===== src/rtl/arith_order_sched_if.sv =====
// -----------------------------------------------------------------------------
// arith_order_sched_if
//
// Handshake bundle between the arithmetic order scheduler, its two requesters
// (operation unit "op" and io unit "io") and the local program sequencer.
//
//   Requester side : op_req/op_code, io_req/io_shift_4, abort_from_pu
//                    op_grant/op_done/op_fault, io_grant/io_done/io_fault
//   Sequencer side : order_*_to_ac pulses, shift_3/4_bit_to_ac levels,
//                    clear_ac pulse, ac_answer_op/ac_answer_io pulses
//   Status         : busy, fault_cause
//
// Modports:
//   slave  - the scheduler itself
//   master - the environment (requesters + sequencer) driving the scheduler
// -----------------------------------------------------------------------------
interface arith_order_sched_if;
  // requests from the op and io units
  logic       op_req;
  logic [2:0] op_code;
  logic       io_req;
  logic       io_shift_4;
  logic       abort_from_pu;

  // answers from the sequencer
  logic       ac_answer_op;
  logic       ac_answer_io;

  // orders to the sequencer
  logic       order_add_to_ac;
  logic       order_sub_to_ac;
  logic       order_mul_to_ac;
  logic       order_div_to_ac;
  logic       order_and_to_ac;
  logic       order_io_to_ac;
  logic       shift_3_bit_to_ac;
  logic       shift_4_bit_to_ac;
  logic       clear_ac;

  // handshake back to the requesters
  logic       op_grant;
  logic       op_done;
  logic       op_fault;
  logic       io_grant;
  logic       io_done;
  logic       io_fault;

  // status
  logic       busy;
  logic [1:0] fault_cause;

  modport slave (
    input  op_req, op_code, io_req, io_shift_4, abort_from_pu,
    input  ac_answer_op, ac_answer_io,
    output order_add_to_ac, order_sub_to_ac, order_mul_to_ac,
    output order_div_to_ac, order_and_to_ac, order_io_to_ac,
    output shift_3_bit_to_ac, shift_4_bit_to_ac, clear_ac,
    output op_grant, op_done, op_fault,
    output io_grant, io_done, io_fault,
    output busy, fault_cause
  );

  modport master (
    output op_req, op_code, io_req, io_shift_4, abort_from_pu,
    output ac_answer_op, ac_answer_io,
    input  order_add_to_ac, order_sub_to_ac, order_mul_to_ac,
    input  order_div_to_ac, order_and_to_ac, order_io_to_ac,
    input  shift_3_bit_to_ac, shift_4_bit_to_ac, clear_ac,
    input  op_grant, op_done, op_fault,
    input  io_grant, io_done, io_fault,
    input  busy, fault_cause
  );
endinterface


===== src/rtl/arith_order_sched.sv =====
// -----------------------------------------------------------------------------
// arith_order_sched
//
// Scheduler in front of the local program sequencer. Serialises arithmetic
// orders from the op unit and shift orders from the io unit so that exactly
// one order is in flight, routes the sequencer's answer back to the requester
// that owns the order, and runs a watchdog that clears the sequencer and
// reports a fault when an order never answers.
//
// Ports:
//   clk    - clock
//   resetn - synchronous, active-low reset
//   bus    - arith_order_sched_if.slave (requests, orders, answers, status)
//
// Parameters:
//   TIMEOUT - WAIT cycles allowed before a watchdog fault (2..127)
//   CNT_W   - watchdog counter width, 2**CNT_W must exceed TIMEOUT
//
// All outputs are decoded from registered state plus the latched owner/code;
// no input reaches an output combinationally.
// -----------------------------------------------------------------------------
module arith_order_sched #(
  parameter int TIMEOUT = 80,
  parameter int CNT_W   = 7
) (
  input logic               clk,
  input logic               resetn,
  arith_order_sched_if.slave bus
);

  typedef enum logic [2:0] {
    S_IDLE,
    S_ISSUE,
    S_WAIT,
    S_RESP,
    S_FAULT
  } state_t;

  localparam logic [CNT_W-1:0] CNT_LAST = CNT_W'(TIMEOUT - 1);

  localparam logic [1:0] CAUSE_NONE    = 2'd0;
  localparam logic [1:0] CAUSE_TIMEOUT = 2'd1;
  localparam logic [1:0] CAUSE_ILLEGAL = 2'd2;

  localparam logic [2:0] CODE_ADD = 3'd0;
  localparam logic [2:0] CODE_SUB = 3'd1;
  localparam logic [2:0] CODE_MUL = 3'd2;
  localparam logic [2:0] CODE_DIV = 3'd3;
  localparam logic [2:0] CODE_AND = 3'd4;

  // control state (reset)
  state_t           state, state_nxt;
  logic [CNT_W-1:0] cnt, cnt_nxt;
  logic             owner_io, owner_io_nxt;   // 1: io owns the order, 0: op
  logic             last_io, last_io_nxt;     // fairness: last grant went to io
  logic [1:0]       cause_q, cause_nxt;

  // latched order payload (not reset; only meaningful while owned)
  logic [2:0]       code_q, code_nxt;
  logic             shift4_q, shift4_nxt;

  logic             sel_io;
  logic             owner_answer;
  logic             illegal_code;

  // With both requests pending, io wins only if op got the previous grant.
  assign sel_io       = bus.io_req && (!bus.op_req || !last_io);
  assign owner_answer = owner_io ? bus.ac_answer_io : bus.ac_answer_op;
  assign illegal_code = (bus.op_code > CODE_AND);

  always_ff @(posedge clk) begin
    if (!resetn) begin
      state    <= S_IDLE;
      cnt      <= '0;
      owner_io <= 1'b0;
      last_io  <= 1'b0;
      cause_q  <= CAUSE_NONE;
    end else begin
      state    <= state_nxt;
      cnt      <= cnt_nxt;
      owner_io <= owner_io_nxt;
      last_io  <= last_io_nxt;
      cause_q  <= cause_nxt;
    end
  end

  always_ff @(posedge clk) begin
    code_q   <= code_nxt;
    shift4_q <= shift4_nxt;
  end

  // Next-state logic. Abort from pu overrides every state and leaves the
  // sticky fault cause and the fairness bit untouched.
  always_comb begin
    state_nxt    = state;
    cnt_nxt      = cnt;
    owner_io_nxt = owner_io;
    last_io_nxt  = last_io;
    cause_nxt    = cause_q;
    code_nxt     = code_q;
    shift4_nxt   = shift4_q;

    if (bus.abort_from_pu) begin
      state_nxt = S_IDLE;
      cnt_nxt   = '0;
    end else begin
      case (state)
        S_IDLE: begin
          if (bus.io_req || bus.op_req) begin
            owner_io_nxt = sel_io;
            last_io_nxt  = sel_io;
            if (sel_io) begin
              shift4_nxt = bus.io_shift_4;
              state_nxt  = S_ISSUE;
            end else begin
              code_nxt = bus.op_code;
              // An illegal op code never reaches the sequencer; the FAULT
              // cycle grants it so the op unit drops its request.
              if (illegal_code) begin
                cause_nxt = CAUSE_ILLEGAL;
                state_nxt = S_FAULT;
              end else begin
                state_nxt = S_ISSUE;
              end
            end
          end
        end

        S_ISSUE: begin
          cnt_nxt   = '0;
          state_nxt = S_WAIT;
        end

        S_WAIT: begin
          // Answers on the non-owner line are strays and are ignored.
          if (owner_answer) begin
            state_nxt = S_RESP;
          end else if (cnt == CNT_LAST) begin
            cause_nxt = CAUSE_TIMEOUT;
            state_nxt = S_FAULT;
          end else begin
            cnt_nxt = cnt + CNT_W'(1);
          end
        end

        S_RESP:  state_nxt = S_IDLE;
        S_FAULT: state_nxt = S_IDLE;
        default: state_nxt = S_IDLE;
      endcase
    end
  end

  // Moore output decode from state, owner and latched code.
  always_comb begin
    bus.order_add_to_ac   = 1'b0;
    bus.order_sub_to_ac   = 1'b0;
    bus.order_mul_to_ac   = 1'b0;
    bus.order_div_to_ac   = 1'b0;
    bus.order_and_to_ac   = 1'b0;
    bus.order_io_to_ac    = 1'b0;
    bus.shift_3_bit_to_ac = 1'b0;
    bus.shift_4_bit_to_ac = 1'b0;
    bus.clear_ac          = 1'b0;
    bus.op_grant          = 1'b0;
    bus.op_done           = 1'b0;
    bus.op_fault          = 1'b0;
    bus.io_grant          = 1'b0;
    bus.io_done           = 1'b0;
    bus.io_fault          = 1'b0;
    bus.busy              = (state != S_IDLE);
    bus.fault_cause       = cause_q;

    case (state)
      S_ISSUE: begin
        if (owner_io) begin
          bus.io_grant       = 1'b1;
          bus.order_io_to_ac = 1'b1;
        end else begin
          bus.op_grant = 1'b1;
          case (code_q)
            CODE_ADD: bus.order_add_to_ac = 1'b1;
            CODE_SUB: bus.order_sub_to_ac = 1'b1;
            CODE_MUL: bus.order_mul_to_ac = 1'b1;
            CODE_DIV: bus.order_div_to_ac = 1'b1;
            CODE_AND: bus.order_and_to_ac = 1'b1;
            default:  ;
          endcase
        end
      end

      S_RESP: begin
        bus.io_done = owner_io;
        bus.op_done = !owner_io;
      end

      S_FAULT: begin
        bus.io_fault = owner_io;
        bus.op_fault = !owner_io;
        // cause_q was loaded on entry to FAULT, so it names this fault.
        bus.clear_ac = (cause_q == CAUSE_TIMEOUT);
        bus.op_grant = (cause_q == CAUSE_ILLEGAL) && !owner_io;
      end

      default: ;
    endcase

    // The shift width is presented for the whole life of an io order.
    if (owner_io && (state == S_ISSUE || state == S_WAIT || state == S_RESP)) begin
      bus.shift_4_bit_to_ac = shift4_q;
      bus.shift_3_bit_to_ac = !shift4_q;
    end
  end

endmodule


===== src/flat_wrapper.sv =====
// flat-port wrapper written by rule: the top's interface ports become plain ports
module arith_order_sched_flat 
#(
  parameter int TIMEOUT = 80,
  parameter int CNT_W   = 7
)
  (clk, resetn, bus_op_req, bus_op_code, bus_io_req, bus_io_shift_4, bus_abort_from_pu, bus_ac_answer_op, bus_ac_answer_io, bus_order_add_to_ac, bus_order_sub_to_ac, bus_order_mul_to_ac, bus_order_div_to_ac, bus_order_and_to_ac, bus_order_io_to_ac, bus_shift_3_bit_to_ac, bus_shift_4_bit_to_ac, bus_clear_ac, bus_op_grant, bus_op_done, bus_op_fault, bus_io_grant, bus_io_done, bus_io_fault, bus_busy, bus_fault_cause);
  arith_order_sched_if bus_i ();
  input logic clk;
  input logic resetn;
  input wire logic [$bits(bus_i.op_req)-1:0] bus_op_req;
  input wire logic [$bits(bus_i.op_code)-1:0] bus_op_code;
  input wire logic [$bits(bus_i.io_req)-1:0] bus_io_req;
  input wire logic [$bits(bus_i.io_shift_4)-1:0] bus_io_shift_4;
  input wire logic [$bits(bus_i.abort_from_pu)-1:0] bus_abort_from_pu;
  input wire logic [$bits(bus_i.ac_answer_op)-1:0] bus_ac_answer_op;
  input wire logic [$bits(bus_i.ac_answer_io)-1:0] bus_ac_answer_io;
  output wire logic [$bits(bus_i.order_add_to_ac)-1:0] bus_order_add_to_ac;
  output wire logic [$bits(bus_i.order_sub_to_ac)-1:0] bus_order_sub_to_ac;
  output wire logic [$bits(bus_i.order_mul_to_ac)-1:0] bus_order_mul_to_ac;
  output wire logic [$bits(bus_i.order_div_to_ac)-1:0] bus_order_div_to_ac;
  output wire logic [$bits(bus_i.order_and_to_ac)-1:0] bus_order_and_to_ac;
  output wire logic [$bits(bus_i.order_io_to_ac)-1:0] bus_order_io_to_ac;
  output wire logic [$bits(bus_i.shift_3_bit_to_ac)-1:0] bus_shift_3_bit_to_ac;
  output wire logic [$bits(bus_i.shift_4_bit_to_ac)-1:0] bus_shift_4_bit_to_ac;
  output wire logic [$bits(bus_i.clear_ac)-1:0] bus_clear_ac;
  output wire logic [$bits(bus_i.op_grant)-1:0] bus_op_grant;
  output wire logic [$bits(bus_i.op_done)-1:0] bus_op_done;
  output wire logic [$bits(bus_i.op_fault)-1:0] bus_op_fault;
  output wire logic [$bits(bus_i.io_grant)-1:0] bus_io_grant;
  output wire logic [$bits(bus_i.io_done)-1:0] bus_io_done;
  output wire logic [$bits(bus_i.io_fault)-1:0] bus_io_fault;
  output wire logic [$bits(bus_i.busy)-1:0] bus_busy;
  output wire logic [$bits(bus_i.fault_cause)-1:0] bus_fault_cause;
  assign bus_i.op_req = bus_op_req;
  assign bus_i.op_code = bus_op_code;
  assign bus_i.io_req = bus_io_req;
  assign bus_i.io_shift_4 = bus_io_shift_4;
  assign bus_i.abort_from_pu = bus_abort_from_pu;
  assign bus_i.ac_answer_op = bus_ac_answer_op;
  assign bus_i.ac_answer_io = bus_ac_answer_io;
  assign bus_order_add_to_ac = bus_i.order_add_to_ac;
  assign bus_order_sub_to_ac = bus_i.order_sub_to_ac;
  assign bus_order_mul_to_ac = bus_i.order_mul_to_ac;
  assign bus_order_div_to_ac = bus_i.order_div_to_ac;
  assign bus_order_and_to_ac = bus_i.order_and_to_ac;
  assign bus_order_io_to_ac = bus_i.order_io_to_ac;
  assign bus_shift_3_bit_to_ac = bus_i.shift_3_bit_to_ac;
  assign bus_shift_4_bit_to_ac = bus_i.shift_4_bit_to_ac;
  assign bus_clear_ac = bus_i.clear_ac;
  assign bus_op_grant = bus_i.op_grant;
  assign bus_op_done = bus_i.op_done;
  assign bus_op_fault = bus_i.op_fault;
  assign bus_io_grant = bus_i.io_grant;
  assign bus_io_done = bus_i.io_done;
  assign bus_io_fault = bus_i.io_fault;
  assign bus_busy = bus_i.busy;
  assign bus_fault_cause = bus_i.fault_cause;
  arith_order_sched #(.TIMEOUT(TIMEOUT), .CNT_W(CNT_W)) u_core (.clk(clk), .resetn(resetn), .bus(bus_i));
endmodule

===== config.mk =====
export PLATFORM = sky130hd
export DESIGN_NAME = arith_order_sched_flat
export DESIGN_NICKNAME = d
export VERILOG_FILES = /design/src/rtl/arith_order_sched_if.sv /design/src/rtl/arith_order_sched.sv /design/src/flat_wrapper.sv
export SDC_FILE = /design/constraint.sdc
export NUM_CORES = 1
export LEC_CHECK = 0
export ABC_AREA = 1
export CORE_ASPECT_RATIO = 0.8
export CORE_MARGIN = 10
export CORE_UTILIZATION = 40
export CTS_CLUSTER_SIZE = 24
export DETAILED_ROUTE_END_ITERATION = 8
export GPL_TIMING_DRIVEN = 0
export HOLD_SLACK_MARGIN = 0.08
export PLACE_DENSITY = 0.77
export SETUP_SLACK_MARGIN = 0.15
export SYNTH_ARGS = -nofsm -noshare
export SYNTH_HDL_FRONTEND = slang
export SYNTH_SLANG_ARGS = --single-unit

===== constraint.sdc =====
create_clock -name clk -period 1.4 [get_ports clk]
set_input_delay 0.14 -clock clk [delete_from_list [all_inputs] [get_ports clk]]
set_output_delay 0.14 -clock clk [all_outputs]
set_load 0.005 [all_outputs]

* Word level (Yosys, flattened, before mapping)
Cells that the tools add are included.
** Operators by class
- Order comparisons :: 1
- Add/subtract/negate cells :: 1
- Reductions and logical operators :: 22
- Equality and inequality tests :: 18
- Bitwise operators :: 3
- Mux-type cells :: 42
** Operator list (number)
- $mux 1 :: 26
- $mux 3 :: 5
- $mux 7 :: 2
- $pmux 7 s2 :: 1
- $eq 3x2->1 const B :: 4
- $mux 2 :: 5
- $pmux 3 s3 :: 1
- $reduce_and 4->1 :: 2
- $add 7x1->7 const B :: 1
- $eq 7x7->1 const B :: 1
- $reduce_and 7->1 :: 1
- $eq 3x1->1 const B :: 2
- $eq 3x3->1 const B :: 2
- $logic_not 3->1 :: 2
- $ne 2x1->1 const B :: 3
- $ne 2x2->1 const B :: 3
- $reduce_and 3->1 :: 2
- $logic_or 1x1->1 :: 4
- $pmux 2 s2 :: 1
- $reduce_bool 2->1 :: 2
- $gt 3x3->1 const B :: 1
- $logic_and 1x1->1 :: 3
- $logic_not 1->1 :: 3
- $ne 3x1->1 const B :: 1
- other kinds (7) :: 9
** Word-level totals
- Register bits :: 17
- Word-level logic and storage cells :: 93
- Output and inout bits :: 18

* Logic depth before layout (Yosys ltp)
Gate-level depths: netlist (run 1).
- Word-level depth :: 6
- Gate-level depth with buffers :: 10

* Least setup slack after synthesis (run 1)
No wires, ideal clock.
- Path kind :: reg2reg
- Start :: register u_core.cnt[0]
- End :: register u_core.cause_q[1] (netlist: u_core.bus.fault_cause[1])
- Clock period less this slack :: 1311 ps
- Setup time :: 115 ps
- Data required time :: 1285 ps
- Setup slack :: 89 ps
- Stages on the path, launching flop included :: 9
- Buffers on the path :: 0
- Data arrival time :: 1196 ps
- Cell sequence :: dfxtp_1 > ha_1 > nand3_1 > nor2_4 > nor2_1 > nor2_2 > nand3_1 > nand2_1 > nor2_1
** On the way
- Cells in the longest elaborated chain, start to end :: 3
** RTL lines
- start, declared :: RTL line arith_order_sched.sv:53 : logic [CNT_W-1:0] cnt, cnt_nxt;
- start signal, assigned :: RTL line arith_order_sched.sv:80 : cnt <= cnt_nxt;
- $eq 7x7->1 :: RTL line arith_order_sched.sv:138 : end else if (cnt == CNT_LAST) begin
- $ne 2x1->1 (no line)
- $reduce_and 7->1 (no line)
- end signal, assigned :: RTL line arith_order_sched.sv:83 : cause_q <= cause_nxt;
- end, declared :: RTL line arith_order_sched.sv:56 : logic [1:0] cause_q, cause_nxt;
No other way between the ends.
A chain may end at the register's enable or synchronous reset.

* Final worst setup path (run 1)
- Start :: register u_core.state[2]
- End :: register u_core.code_q[2], enable pin
** On the way
- Cells in the longest elaborated chain, start to end :: 2
** RTL lines
- start, declared :: RTL line arith_order_sched.sv:52 : state_t state, state_nxt;
- start signal, assigned :: RTL line arith_order_sched.sv:79 : state <= state_nxt;
- $logic_not 3->1 :: RTL line arith_order_sched.sv:107 : case (state)
- $reduce_and 4->1 (no line)
- end signal, assigned :: RTL line arith_order_sched.sv:88 : code_q <= code_nxt;
- end, declared :: RTL line arith_order_sched.sv:59 : logic [2:0] code_q, code_nxt;
No other way between the ends.

==> metrics.yaml, run 1 <==
status: "finished with violations"
violations: "setup timing"
antenna_cells: 0
stdcell_count: 258
synthAdderAreaFrac_pct: 1.23
cts-buffers-inserted: 3
vias: 1449
pwr-share-clk_pct: 25.0
final.setup_skew_ps: 7.14
cp-end-kind: "flop"
cts_tree: "yes"
grt_pass1_vias: 1330
required_ps: 1440
vdd.ir_drop.worst_uv: 490
die_area_um2: 4980
synth_top_family_by_area: "simple AND/OR/NAND/NOR gates"
p_sw_share_pct: 34.6
synthCells: 150
num_rows: 16
pwr-share-comb_pct: 30.7
core_area_um2: 2440
fmax_mhz: 598
final_util_pct: 80.8
holdBufCountCts: 0
synthDistinctLibCells: 24
r2r_slack_ps: -270
initial_core_util_pct: 41.8
grt_max_degree: 10
cp_max_fo: 3
worstPathArrival_ps: 1720
via_per_inst: 5.62
htree_num_levels: 1
syn_area_um2: 1020
setup_viol: 32
synth_mux_area_share_pct: 0
die_w_um: 76.5
drv_cap: 0
p_int_mw: 0.799
drt_first_pass_iters: 5
synth-simple-area-share_pct: 42.2
grt_overflow: 0
place_inst: 214
synth_xor_area_share_pct: 0
reg2reg_from: "u_core.state[2]$_SDFFE_PP0P_"
wl_per_cell_um: 20.5
syn2layout_area_growth_pct: 93.6
layout.nets: 235
ys_ff_latch: 17
holdCritPathClass: "primary input to flop"
r2r_end: "u_core.code_q[2]$_DFFE_PP_"
drive_above_1_share_pct: 59.0
power_frac_seq_pct: 44.3
portBuffers: 28
rsz0062_at_grt: "yes"
synth_compound_area_share_pct: 8.59
p_sw_mw: 0.423
crit_path_end: "u_core.code_q[2]$_DFFE_PP_"
drc: 0
final_common_cell: "buf_4"
antenna_found_initial: 0
setup_tns_ps: -4940
worst_pin_slew_ps: 654
cts_buffer_depth: 2
seq_area_frac_synth_pct: 37.3
die_y_um: 65.2
gp_congestion: 0.836
setup.worst_path.start_class: "flop"
antenna_left: 0
setup_slack_ps: -271
fin_crit_sh_pct: 119
grt_pass1_wl_um: 6800
insertion_delay_ps: 320
leakage_nw: 0.855
syn_nets: 162
drtIter0Drc: 153
finalCriticalPeriod_ps: 1670
ys_warn_count: 0
ios: 29
fillCellCount: 132
finalMaxSlewViolations: 0
grtUsageTotal_pct: 16.8
worstSetupStartpoint: "u_core.state[2]$_SDFFE_PP0P_"
relSlewSlack_pct: 56.2
routed_wl_um: 5280
clock_sinks: 17
ff2ff_path_depth: 8
p_per_area_nw_per_um2: 619
syn_area_per_cell_um2: 6.80
finalPower_mw: 1.22
path_clk_slew_ps: 120
post-dp-hpwl_um: 2360
clockRootBuffer: "clkbuf_4"
finalHoldViolations: 0
critical_path_class: "flop to flop"
place_ws_ps: -330
most-common-layout-cells: "25 x buf_4, 21 x nand2_1, 21 x nor2_1"
[layer usage]
metal / wire length [um] / part of all wire, % / track usage, % / up-vias
met3: 514 / 9.7 / 2.72 / 41
met2: 2580 / 49 / 31.4 / 126
li1: - / - / - / 618
met1: 1810 / 34 / 18.4 / 664
met4: 373 / 7.1 / 8.10 / 0
met5: 0 / 0 / 0 / -
[synth_stat cells]
cell type	number	area, um^2
nor4_1	2	12.5
nor3b_1	1	7.51
nor2_2	1	6.26
nand2_1	27	101
edfxtp_1	4	120
a21oi_1	8	40.0
inv_1	22	82.6
o21ai_0	5	25.0
nand2_2	3	18.8
a21oi_2	2	17.5
inv_4	1	6.26
nor2_8	1	20.0
dfxtp_1	13	260
buf_4	1	7.51
nand3b_1	1	7.51
nand3_1	12	60.1
o21ai_1	1	5.00
ha_1	1	12.5
inv_2	2	7.51
clkinv_2	1	5.00
nor3_1	4	20.0
nor2_1	32	120
nor2_4	3	33.8
nand2_4	2	22.5
[sequential cells by signal, indices dropped and copies added, names as in the netlist]
| name | count |
|---|---|
| u_core.bus.fault_cause | 2 |
| u_core.owner_io | 1 |
| u_core.shift4_q | 1 |
| u_core.code_q | 3 |
| u_core.cnt | 7 |
| u_core.state | 3 |
[power by group through the flow]
stage | sequential [mW] | clock, mW | combinational [mW]
after floorplan | 0.540 | 0 | 0.109
after global placement | 0.542 | 0 | 0.185
after detailed placement | 0.544 | 0 | 0.190
after CTS | 0.534 | 0.279 | 0.282
after global routing | 0.543 | 0.313 | 0.392
final | 0.542 | 0.305 | 0.375
[critical path: stages (launching register included)]
cell	delay, ps
dfxtp_2	360
inv_2	80
buf_4	120
buf_6	100
nand2_4	50
nor2_4	160
buf_6	140
nand3b_1	180
nor2_4	200
[cells by family after synthesis]
family / Yosys count
simple gates: 89
compound gates: 16
flops: 17
fa+ha+maj: 1
buf+inv: 27
[how the worst min path moves through the flow]
stage | slack, ps | start | cells after the start | end
after floorplan | 240 | bus_op_code[0] | 0 | u_core.code_q[0]$_DFFE_PP_
after global placement | 450 | u_core.cnt[6]$_SDFFE_PP0P_ | 2 | u_core.cnt[6]$_SDFFE_PP0P_
after detailed placement | 460 | u_core.cnt[0]$_SDFFE_PP0P_ | 1 | u_core.cnt[0]$_SDFFE_PP0P_
after CTS | 400 | resetn | 3 | u_core.bus.fault_cause[1]$_SDFFE_PN0P_
after global routing | 400 | resetn | 3 | u_core.bus.fault_cause[1]$_SDFFE_PN0P_
final | 380 | resetn | 3 | u_core.bus.fault_cause[1]$_SDFFE_PN0P_
[area by class of cell]
type | instances | area (um^2) | share of cell area [%]
well taps | 36 | 45.0 | 2.28
inverters | 26 | 118 | 5.96
repair buffers | 68 | 576 | 29.2
plain buffers | 1 | 11.3 | 0.570
multi-input cells | 106 | 801 | 40.6
flip-flops and latches | 17 | 398 | 20.2
clock buffers | 4 | 26.3 | 1.33
[repair_timing]
action                                  4_1_cts  5_1_grt
buffers inserted                             26       14
endpoints found under the setup margin       32       33
pin swaps                                    26       26
gates resized for setup                     124       41
[through the flow]
stage / cell area [um^2] / hold WS, ps
after floorplan: 1040 / 239
after global placement: 1370 / 455
after detailed placement: 1370 / 464
after CTS: 1730 / 396
after global routing: 1970 / 402
final: 1970 / 378
No activity file was read; power rests on OpenSTA's default activity.
==> run 2, diff against run 1 <==
Settings changed: SLEW_MARGIN from default to 20.
Clock period 1.4 ns to 1.5 ns, I/O delays scaled along.
==> run 2 against run 1 <==
  * The flow still finishes with violations (setup timing)
  * Worst setup slack gained 160 ps
  * Clock power decreased by 12%
  * Register-to-register slack improved by 180 ps
  * Sequential cell count is the same
  * Sequential share of layout area grew 2.3 points
  * First-iteration DRC count is 38% lower
  * Sequential power shrank 6.8%
  * Count of clock-buffer cells in the layout fell by 1
  * Power fell by 13%
  * Clock skew decreased by 3.0 ps
  * Global-route usage is 3.8 points lower
==> metrics.yaml, run 2 (synthesis gave the netlist of run 1 again) <==
fmax_mhz: 622
largest_register_ffs: 7  # unchanged
violations: "setup timing"
drtIter0Drc: 95  # -38%
ios: 29  # unchanged
final_common_cell: "nor2_1"
grt_pass1_vias: 1102  # -17%
biggestRegsByFlops: "u_core.cnt (7), u_core.code_q (3), u_core.state (3)"
wl_per_cell_um: 17.6  # -14%
syn2layout_area_growth_pct: 75.6
setup_viol: 20  # -38%
relSlewSlack_pct: 68.9  # +13 points
fin_crit_sh_pct: 107
p_per_area_nw_per_um2: 595  # -3.9%
drc: 0  # unchanged
drive_above_1_share_pct: 51.7  # -7.3 points
insertion_delay_ps: 310  # about the same
die_area_um2: 4980  # unchanged
rsz0062_at_grt: "yes"
crit_family: "simple AND/OR/NAND/NOR gates"
final.setup_skew_ps: 4.11  # -3.03 ps
holdCritPathClass: "primary input to flop"
cp_cell_sequence: "inv_2, nand2_4, nor2_4, buf_6, nand2_4, nor4_4, buf_2"
cts_buffer_depth: 2  # unchanged
routed_wl_um: 4220  # -20%
met1Wirelength_um: 1580  # -13%
vdd.ir_drop.worst_uv: 453  # -7.5%
fillCellCount: 173  # +31%
drv_cap: 0  # unchanged
critPathSlowestCell: "dfxtp_2"
critical_path_class: "flop to primary output"
fin_hold_ws_ps: 386  # +8.59 ps
post-dp-hpwl_um: 2140  # -9.5%
finalMaxSlewViolations: 0  # unchanged
num_rows: 16  # unchanged
htree_num_levels: 1  # unchanged
antenna_left: 0  # unchanged
most-common-layout-cells: "23 x nor2_1, 20 x nand2_1, 18 x inv_1"
grtUsageTotal_pct: 13.0  # -3.8 points
gp_congestion: 0.880  # +5.3%
cp_max_fo: 3  # unchanged
stdcell_count: 239  # -7.4%
antenna_cells: 0  # unchanged
worst_pin_slew_ps: 466  # -189 ps
finalHoldViolations: 0  # unchanged
portBuffers: 28  # unchanged
clock_sinks: 17  # unchanged
vias: 1272  # -12%
grt_pass1_wl_um: 5310  # -22%
finalCriticalPeriod_ps: 1610
largest_register: "u_core.cnt"
initial_core_util_pct: 41.8  # unchanged
core_area_um2: 2440  # unchanged
leakage_nw: 0.766  # -10%
grt_max_degree: 11  # +1
ff_latch_area_um2: 403  # +1.3%
wl_met2_um: 2220  # -14%
cts_tree: "yes"
cp-end-kind: "primary output"
cts-buffers-inserted: 3  # unchanged
slowest_delay_ps: 360  # about the same
via_per_inst: 5.32  # -5.2%
worstPathArrival_ps: 1460  # -260 ps
clockRootBuffer: "clkbuf_4"
required_ps: 1350  # -90 ps
die_y_um: 65.2  # unchanged
top_layer_used: "met4"
antenna_found_initial: 0  # unchanged
wl_met3_um: 278  # -46%
multi_input_comb_area_um2: 766  # -4.4%
layout.nets: 216  # -8.1%
place_inst: 214  # unchanged
setup.worst_path.start_class: "flop"
drt_first_pass_iters: 4  # -1
cp_common_cell: "nand2_4"
path_buf_inv: 3  # -1
die_w_um: 76.5  # unchanged
status: "finished with violations"
grt_overflow: 0  # unchanged
setup_slack_ps: -108  # +164 ps
path_clk_slew_ps: 110  # about the same
## run 2: cell types whose count changed in the layout (fill, tap and decap cells not counted), sizes merged
cell and change:
dlygate4sd2 -1, clkinv +1, clkdlybuf4s15 +3, buf -24, dlymetal6s2s +2
## run 2: area by class of cell
type | count | area share, %
Clock buffer | 3 | 1.26
Clock inverter | 1 | 0.280
Timing Repair Buffer | 49 | 23.6
Inverter | 26 | 6.43
Tap cell | 36 | 2.52
Buffer | 1 | 0.629
Multi-Input combinational cell | 106 | 42.8
Sequential cell | 17 | 22.5
## run 2: routing by layer
| metal | vias to the layer above | GRT usage, % |
|---|---|---|
| met4 | 0 | 5.09 |
| met2 | 79 | 23.8 |
| met1 | 595 | 14.0 |
| met5 | - | 0 |
| met3 | 15 | 3.53 |
| li1 | 583 | - |
## run 2: final timing paths
check                          startpoint                          to  slack (ps)  cells after the start
max          u_core.state[2]$_SDFFE_PP0P_         bus_order_mul_to_ac        -110                      7
min                        bus_io_shift_4   u_core.shift4_q$_DFFE_PP_         390                      1
max reg2reg  u_core.state[2]$_SDFFE_PP0P_  u_core.cnt[3]$_SDFFE_PP0P_         -90                     11
min reg2reg    u_core.cnt[5]$_SDFFE_PP0P_  u_core.cnt[5]$_SDFFE_PP0P_         490                      2
## run 2: timing repair
item                                    in CTS  in global routing
buffers inserted                            12                  9
hold buffers                                 0                  0
pin swaps                                    9                 17
gates resized for setup                     79                 67
endpoints found under the setup margin      31                 35
## run 2: through the flow
| stage | cell area [um^2] | setup TNS [ps] | total power [mW] | setup WS (ps) | util, % |
|---|---|---|---|---|---|
| CTS | 1550 | -772 | 0.979 | -134 | 63.3 |
| floorplan | 1020 | 0 | 0.606 | 189 | - |
| global placement | 1350 | -1080 | 0.680 | -168 | 55.1 |
| detailed placement | 1350 | -1240 | 0.684 | -163 | 55.1 |
| finish | 1790 | -742 | 1.07 | -108 | 73.3 |
| global route | 1790 | -2190 | 1.11 | -171 | 73.3 |
## run 2: power breakdown
part           switching, mW  internal [mW]
clock                  0.168         0.0999
combinational          0.160          0.132
sequential            0.0256          0.480
==> run 3, diff against run 2 <==
Settings changed: CORE_MARGIN 10 to 5.
==> run 3 against run 2 <==
  * The run still ends with setup timing left
  * Clock skew is 2.5 ps lower
  * Final cell count is 4.6% higher
  * Die area is 26% lower
  * Clock power hardly changed
  * Wire length is 1.8% higher
  * Sequential power hardly changed
  * Critical path depth stayed put
  * Sequential cell count stayed put
==> metrics.yaml, run 3 (synthesis gave the netlist of run 1 again) <==
core_area_um2: 2440  # unchanged
biggestRegsByFlops: "u_core.cnt (7), u_core.code_q (3), u_core.state (3)"
largest_register_ffs: 7  # unchanged
reg2reg_from: "u_core.state[1]$_SDFFE_PP0P_"
cp-end-kind: "primary output"
largest_register: "u_core.cnt"
finalMaxSlewViolations: 0  # unchanged
antenna_cells: 0  # unchanged
path_clk_slew_ps: 110  # about the same
leakage_nw: 0.835  # +9.1%
r2r_slack_ps: -50  # +40 ps
routed_wl_um: 4290  # +1.8%
drt_first_pass_iters: 4  # unchanged
setup.worst_path.start_class: "flop"
grt_max_degree: 11  # unchanged
die_w_um: 66.5  # -13%
place_ws_ps: -245  # -82.0 ps
antenna_found_initial: 0  # unchanged
clockRootBuffer: "clkbuf_4"
vias: 1321  # +3.9%
hold_path.startpoint: "resetn"
holdPathStages: 3  # +2
stdcell_count: 250  # +4.6%
fin_crit_sh_pct: 108  # +0.73 points
cts_tree: "yes"
cts-buffers-inserted: 3  # unchanged
r2r_end: "u_core.cnt[5]$_SDFFE_PP0P_"
portBuffers: 28  # unchanged
layout.nets: 227  # +5.1%
final.setup_skew_ps: 1.63  # -2.48 ps
hold_end: "u_core.bus.fault_cause[1]$_SDFFE_PN0P_"
slowest_delay_ps: 390  # +30 ps
fin_hold_ws_ps: 409  # +23.1 ps
cts_buffer_depth: 2  # unchanged
most-common-layout-cells: "22 x nor2_1, 20 x nand2_1, 18 x buf_4"
syn2layout_area_growth_pct: 92.0
dpl_cell_area_um2: 1350  # unchanged
grt_pass1_wl_um: 5760  # +8.4%
num_rows: 16  # unchanged
initial_core_util_pct: 41.8  # unchanged
worst_pin_slew_ps: 331  # -134 ps
p_per_area_nw_per_um2: 577  # -3.1%
holdCritPathClass: "primary input to flop"
final_common_cell: "nor2_1"
status: "finished with violations"
grtUsageTotal_pct: 21.3  # +8.4 points
clock_sinks: 17  # unchanged
design_area_um2: 1960  # +9.4%
vdd.ir_drop.worst_uv: 398  # -12%
die_y_um: 55.2  # -15%
antenna_left: 0  # unchanged
critPathSlowestCell: "dfxtp_4"
setup_slack_ps: -119  # -11.0 ps
required_ps: 1350  # about the same
post-dp-hpwl_um: 2100  # -1.8%
drv_cap: 0  # unchanged
violations: "setup timing"
critical_path_class: "flop to primary output"
via_per_inst: 5.28  # -0.72%
cp_cell_sequence: "inv_2, nand3_4, nor2_4, buf_4, nand3_2, nand2_1, clkdlybuf4s15_2"
fmax_mhz: 618  # -0.68%
ios: 29  # unchanged
relSlewSlack_pct: 77.9  # +9.0 points
holdBufCountCts: 0  # unchanged
wl_per_cell_um: 17.2  # -2.7%
drtIter0Drc: 82  # -14%
insertion_delay_ps: 290  # -20 ps
place_inst: 214  # unchanged
setup_viol: 12  # -40%
drc: 0  # unchanged
grt_overflow: 0  # unchanged
cp_max_fo: 4  # +1
drive_above_1_share_pct: 55.6  # +3.9 points
rsz0062_at_grt: "yes"
gp_congestion: 0.847  # -3.8%
worstPathArrival_ps: 1470  # about the same
finalHoldViolations: 0  # unchanged
grt_pass1_vias: 1217  # +10%
final_util_pct: 80.2  # +6.9 points
htree_num_levels: 1  # unchanged
finalCriticalPeriod_ps: 1620  # +11.0 ps
ff2ff_path_depth: 12  # +1
die_area_um2: 3670  # -26%
==> run 3: area by class of cell <==
cell class,instances,area [um^2]
buffer,1,11.3
clock buffer,3,22.5
clock inverter,1,5.00
fill,142,484
inverter,26,120
multi-input combinational,106,821
sequential,17,400
tap,36,45.0
timing repair buffer,60,533
==> run 3: stage by stage <==
step | TNS (ps) | total power [mW]
2_1_floorplan | 0 | 0.606
3_3_place_gp | -990 | 0.679
3_5_place_dp | -1510 | 0.685
4_1_cts | -255 | 1.03
5_1_grt | -1650 | 1.17
6_report | -489 | 1.13
==> run 3: worst max-delay path by stage <==
stage,end,cells after the start,from
after floorplan,u_core.bus.fault_cause[1]$_SDFFE_PN0P_,8,u_core.cnt[0]$_SDFFE_PP0P_
after global placement,bus_order_mul_to_ac,6,u_core.state[2]$_SDFFE_PP0P_
after detailed placement,bus_order_div_to_ac,6,u_core.state[2]$_SDFFE_PP0P_
after CTS,bus_order_mul_to_ac,7,u_core.state[2]$_SDFFE_PP0P_
after global routing,bus_op_grant,7,u_core.state[1]$_SDFFE_PP0P_
final,bus_op_grant,7,u_core.state[1]$_SDFFE_PP0P_
==> run 3: critical path: cells and delay by family, from the launching register on <==
family,cells,cell delay (ps)
AND/OR/NAND/NOR,4,370
flip-flops,1,390
buffers and inverters,3,400
==> run 3: repair_timing <==
action                     4_1_cts  5_1_grt
gates resized for setup        117       49
setup endpoints to repair       30       34
pin swaps                       16       16
buffers inserted                23        9
cloned                           0        0
==> run 3: report_power, final <==
part           switching (mW)  total (mW)  internal, mW
clock network           0.166       0.265        0.0992
logic                   0.190       0.359         0.169
registers              0.0237       0.505         0.482
==> run 3: layer usage <==
metal | share of wire [%] | track usage, % | vias up
li1 | - | - | 610
met5 | 0 | 0 | -
met3 | 7.6 | 3.03 | 16
met1 | 40 | 24.5 | 622
met4 | 2.2 | 8.78 | 0
met2 | 51 | 40.4 | 73
==> edit 1 (flow settings as in run 2) <==
`CNT_W` is set to 7 in 2 places; all go to 14.
--- a/src/rtl/arith_order_sched.sv
+++ b/src/rtl/arith_order_sched.sv
@@ -21,7 +21,7 @@
 // -----------------------------------------------------------------------------
 module arith_order_sched #(
   parameter int TIMEOUT = 80,
-  parameter int CNT_W   = 7
+  parameter int CNT_W   = 14
 ) (
   input logic               clk,
   input logic               resetn,
--- a/src/flat_wrapper.sv
+++ b/src/flat_wrapper.sv
@@ -2,7 +2,7 @@
 module arith_order_sched_flat 
 #(
   parameter int TIMEOUT = 80,
-  parameter int CNT_W   = 7
+  parameter int CNT_W   = 14
 )
   (clk, resetn, bus_op_req, bus_op_code, bus_io_req, bus_io_shift_4, bus_abort_from_pu, bus_ac_answer_op, bus_ac_answer_io, bus_order_add_to_ac, bus_order_sub_to_ac, bus_order_mul_to_ac, bus_order_div_to_ac, bus_order_and_to_ac, bus_order_io_to_ac, bus_shift_3_bit_to_ac, bus_shift_4_bit_to_ac, bus_clear_ac, bus_op_grant, bus_op_done, bus_op_fault, bus_io_grant, bus_io_done, bus_io_fault, bus_busy, bus_fault_cause);
   arith_order_sched_if bus_i ();
Function: no difference found for any inputs over 10 cycles, from zero or initial values and one cycle with resetn low; that may be too few to reach the edited logic, so the function may still have changed.
==> edit 1 against run 2 <==
Synthesized area rose by 45%. Sequential cell count increased by 7. Total power rose by 58%. Core utilization rose by 2.7 points. Routed wire length is 56% higher. Critical path type is now reg -> reg. Worst setup slack worse by 62 ps. Design area increased by 48%. Clock power grew 99%. The run still ends with setup timing left.
==> edit 1: results (changes against run 2) <==
layout cells sized above 1 - 52.05% (was 51.72%)
worst r2r path cells - 12 (was 11)
Worst VDD drop - 0.4195 mV (was 0.4531 mV)
DRT iter0 DRCs - 265 (was 95)
drt total wl - 6560 um (was 4216 um)
Detailed Place HPWL - 3027 um (was 2140 um)
fillers - 222 (was 173)
Critical Path Fanout Max - 5 (was 3)
RD Place Congestion - 0.8695 (was 0.8801)
fin worst setup slack - -170.1 ps (was -107.8 ps)
Rel. slew slack - 80.12% (was 68.85%)
clk_lat worst skew - 280 ps (was 310 ps)
status - complete, but fails checks (unchanged)
pre-CTS setup slack - -559.7 ps (was -162.8 ps)
MaxCap Viol Count - 0 (unchanged)
Critical Path Source - u_core.cnt[0]$_SDFFE_PP0P_ (was u_core.state[2]$_SDFFE_PP0P_)
Synth Area in XOR/XNOR - 1.780% (was 0%)
# setup viols final - 35 (was 20)
failing checks - setup timing (unchanged)
CTS Root Cell - clkbuf_8 (was clkbuf_4)
largest registers - u_core.cnt (14), u_core.code_q (3), u_core.state (3) (was u_core.cnt (7), u_core.code_q (3), u_core.state (3))
gr usage total - 16.03% (was 12.95%)
final setup skew - 3.399 ps (was 4.114 ps)
synthesized-area fraction occupied by adder cells - 0.8475% (was 1.227%)
largest net degree at the start of global routing - 15 (was 11)
max reg flops - 14 (was 7)
Synth top cells by count - 65 x nand2_1, 43 x nor2_1, 20 x dfxtp_1 (was 32 x nor2_1, 27 x nand2_1, 22 x inv_1)
first-pass GRT wire length - 8424 um (was 5313 um)
Seq/Total Area, Yosys - 35.25% (was 37.30%)
largest cells by area after synthesis - dfxtp_1 27%, nand2_1 17%, nor2_1 11% (was dfxtp_1 26%, edfxtp_1 12%, nor2_1 12%)
Critical Path Sink - u_core.cnt[13]$_SDFFE_PP0P_ (was bus_order_mul_to_ac)
port bufs - 28 (unchanged)
Compound-Gate Fraction of Synth Area - 8.983% (was 8.589%)
Leak Pwr - 1.102 nW (was 0.7658 nW)
clock transition at the registers of the reported paths - 90 ps (was 110 ps)
WP data arrival - 1850 ps (was 1460 ps)
Post-Syn Nets - 240 (was 162)
Net count, final - 305 (was 216)
TNS Setup - -3526 ps (was -742.4 ps)
Distinct cells, synth - 29 (was 24)
-- edit 1: cell count changes after synthesis, moves of 5 or more --
cell,change
nand2_1,+38
nor2_1,+11
dfxtp_1,+7
nand3_1,+5
a21oi_1,+8
-- edit 1: logic make-up (layout without fill, tap and decap cells) --
family                   Yosys count  after routing
AND/OR/NAND/NOR                  146            146
buffers and inverters             30             94
AO/OA/AOI/OAI                     24             24
flip-flops                        24             24
XOR/XNOR                           3              3
adder cells (fa/ha/maj)            1              1
-- edit 1: report_power, final --
group / leakage (nW) / switching, mW / internal [mW]
combinational: 0.864 / 0.237 / 0.223
clock: 0.0339 / 0.243 / 0.291
sequential: 0.204 / 0.0282 / 0.666
-- edit 1: stage by stage --
stage | instances | cell area (um2) | hold slack [ps]
3_3_place_gp | 298 | 1849 | 475.0
2_1_floorplan | 228 | 1516 | 248.9
6_report | 334 | 2656 | 411.9
5_1_grt | 334 | 2656 | 413.8
3_5_place_dp | 298 | 1849 | 478.8
4_1_cts | 323 | 2326 | 421.0
-- edit 1: how the worst min path moves through the flow --
stage,from,endpoint,slack [ps],cells past startpoint
finish,resetn,u_core.bus.fault_cause[1]$_SDFFE_PN0P_,410,3
global route,bus_io_shift_4,u_core.shift4_q$_DFFE_PP_,410,1
CTS,resetn,u_core.bus.fault_cause[1]$_SDFFE_PN0P_,420,3
detailed placement,u_core.bus.fault_cause[0]$_SDFFE_PN0P_,u_core.bus.fault_cause[0]$_SDFFE_PN0P_,480,2
global placement,u_core.bus.fault_cause[0]$_SDFFE_PN0P_,u_core.bus.fault_cause[0]$_SDFFE_PN0P_,480,2
floorplan,bus_op_code[0],u_core.code_q[0]$_DFFE_PP_,250,0
-- edit 1: final cells by class --
| cell class | instances | share of cell area [%] |
|---|---|---|
| Buffer | 5 | 2.544 |
| Clock buffer | 4 | 2.496 |
| Inverter | 25 | 4.522 |
| Multi-Input combinational cell | 174 | 46.07 |
| Sequential cell | 24 | 20.49 |
| Tap cell | 42 | 1.978 |
| Timing Repair Buffer | 60 | 21.90 |
-- edit 1: critical path, stage by stage (launching register included) --
cell and delay [ps]:
dfxtp_4 380, ha_4 150, nand2_4 60, nor2_4 110
inv_2 50, nor2_4 80, nand2_2 90, nand2_4 120
nand2_8 90, buf_12 140, buf_8 130, a21oi_4 120
nor2_1 50
-- edit 1: timing repair --
action,4_1_cts,5_1_grt
setup endpoints to repair,41,41
resized for setup,123,79
buffers inserted,19,11
pin swaps,19,21
cloned,2,0
-- edit 1: per-layer routing --
| layer | wire (um) | up-vias | global-route usage [%] |
|---|---|---|---|
| li1 | - | 856 | - |
| met1 | 2407 | 847 | 18.71 |
| met2 | 3321 | 111 | 27.42 |
| met3 | 551 | 25 | 4.694 |
| met4 | 279 | 0 | 5.654 |
| met5 | 0 | - | 0 |
==> edit 2 (config.mk and constraints of run 2) <==
Without the edit above. The 5 states of `state_t` get a Gray code encoding in 3 bits.
--- a/src/rtl/arith_order_sched.sv
+++ b/src/rtl/arith_order_sched.sv
@@ -29,11 +29,11 @@
 );
 
   typedef enum logic [2:0] {
-    S_IDLE,
-    S_ISSUE,
-    S_WAIT,
-    S_RESP,
-    S_FAULT
+    S_IDLE  = 3'b000,
+    S_ISSUE = 3'b001,
+    S_WAIT  = 3'b011,
+    S_RESP  = 3'b010,
+    S_FAULT = 3'b110
   } state_t;
 
   localparam logic [CNT_W-1:0] CNT_LAST = CNT_W'(TIMEOUT - 1);
Function: no difference found for any inputs over 10 cycles, from zero or initial values and one cycle with resetn low; not proved beyond that.
==> edit 2 against run 2 <==
The run still ends with setup timing left. Worst hold slack worse by 5.6 ps. Total power increased by 12%. Die area is 2.6% higher. Design area rose by 17%. Routed wire length grew 30%. Synthesized area up 3.7%. Global-route usage rose by 5.3 points. Sequential cell count unchanged. Final cell count up 7.9%. Worst setup slack got worse by 210 ps. Largest power group unchanged.
==> edit 2: results (changes against run 2) <==
Clk pwr share - 23.8% (was 25.1%)
largest net degree at the start of global routing - 10 (was 11)
met2 wire length - 2610 um (was 2215 um)
Detailed Place HPWL - 2231 um (was 2140 um)
Net count, final - 235 (was 216)
Metal-1 WL - 2069 um (was 1575 um)
largest registers - u_core.cnt (7), u_core.code_q (3), u_core.state (3) (unchanged)
CTS Root Cell - clkbuf_4 (unchanged)
final setup skew - 1.221 ps (was 4.114 ps)
Leak Pwr - 0.9156 nW (was 0.7658 nW)
P_int - 779.7 uW (was 712.1 uW)
wire per inst - 21.28 um (was 17.64 um)
WHS - 380.7 ps (was 386.4 ps)
WP data arrival - 1670 ps (was 1460 ps)
Seq/Total Area, Yosys - 35.98% (was 37.30%)
worst r2r path cells - 6 (was 11)
via count - 1,426 (was 1,272)
FF-to-FF setup slack - -110 ps (was -90 ps)
failing checks - setup timing (unchanged)
R2R Path Start - u_core.state[1]$_SDFFE_PP0P_ (was u_core.state[2]$_SDFFE_PP0P_)
WL met3 - 445 um (was 278 um)
pre-CTS setup slack - -397.6 ps (was -162.8 ps)
vias in the first global route - 1,460 (was 1,102)
Seq pwr share - 41.4% (was 47.4%)
worst slew pin tran - 411.0 ps (was 465.5 ps)
RD Place Congestion - 0.8703 (was 0.8801)
Synth top cells by count - 24 x nand2_1, 24 x nor2_1, 20 x inv_1 (was 32 x nor2_1, 27 x nand2_1, 22 x inv_1)
largest cells by area after synthesis - dfxtp_1 25%, edfxtp_1 11%, nand2_1 8.5% (was dfxtp_1 26%, edfxtp_1 12%, nor2_1 12%)
TritonRoute pass-1 iters - 4 (unchanged)
reg-to-reg critical path endpoint - u_core.code_q[1]$_DFFE_PP_ (was u_core.cnt[3]$_SDFFE_PP0P_)
DRT iter0 DRCs - 151 (was 95)
gr usage total - 18.23% (was 12.95%)
# setup viols final - 24 (was 20)
Distinct cells, synth - 31 (was 24)
Worst VDD drop - 0.5157 mV (was 0.4531 mV)
fin worst setup slack - -319.0 ps (was -107.8 ps)
pwr dens - 571.0 mW/mm2 (was 595.1 mW/mm2)
status - complete, but fails checks (unchanged)
GR Util met1 - 18.51% (was 14.01%)
## edit 2: kinds of logic after synthesis
logic type / Yosys count / share of synthesized area, %
buf+inv: 26 / 9.703
compound gates: 20 / 12.31
fa+ha+maj: 1 / 1.183
simple gates: 82 / 40.83
flops: 17 / 35.98
## edit 2: worst max-delay path by stage
stage,slack (ps),start,cells after the start,end
after floorplan,160,u_core.cnt[1]$_SDFFE_PP0P_,8,u_core.cnt[3]$_SDFFE_PP0P_
after global placement,-340,u_core.state[0]$_SDFFE_PP0P_,8,bus_order_io_to_ac
after detailed placement,-400,u_core.state[0]$_SDFFE_PP0P_,7,bus_order_mul_to_ac
after CTS,-220,u_core.state[0]$_SDFFE_PP0P_,8,bus_order_mul_to_ac
after global routing,-370,u_core.state[0]$_SDFFE_PP0P_,9,bus_order_div_to_ac
final,-320,u_core.state[0]$_SDFFE_PP0P_,9,bus_order_div_to_ac
## edit 2: cell type report
class	instances	area, um2
buffer	2	18.77
clock buffer	4	26.28
fill	124	384.1
inverter	24	100.1
multi-input combinational	104	894.6
sequential	17	394.1
tap	36	45.04
timing repair buffer	71	619.3
## edit 2: what timing repair did
action                                  4_1_cts  5_1_grt
pin swaps                                    27       22
resized for setup                           117       43
setup buffers                                31       12
endpoints found under the setup margin       31       35
cloned                                        1        0
hold endpoints to repair                      0        0
## edit 2: critical path: stages (launching register included)
cell,delay (ps)
dfxtp_2,370
inv_2,60
nor2_4,90
inv_2,60
nor2_4,90
buf_4,120
buf_6,100
nand2_4,60
nor4_1,220
buf_2,180
## edit 2: per-stage QoR
stage | instance area (um2) | instances
floorplan | 1061 | 146
global placement | 1386 | 210
detailed placement | 1386 | 210
CTS | 1871 | 246
global route | 2098 | 258
finish | 2098 | 258
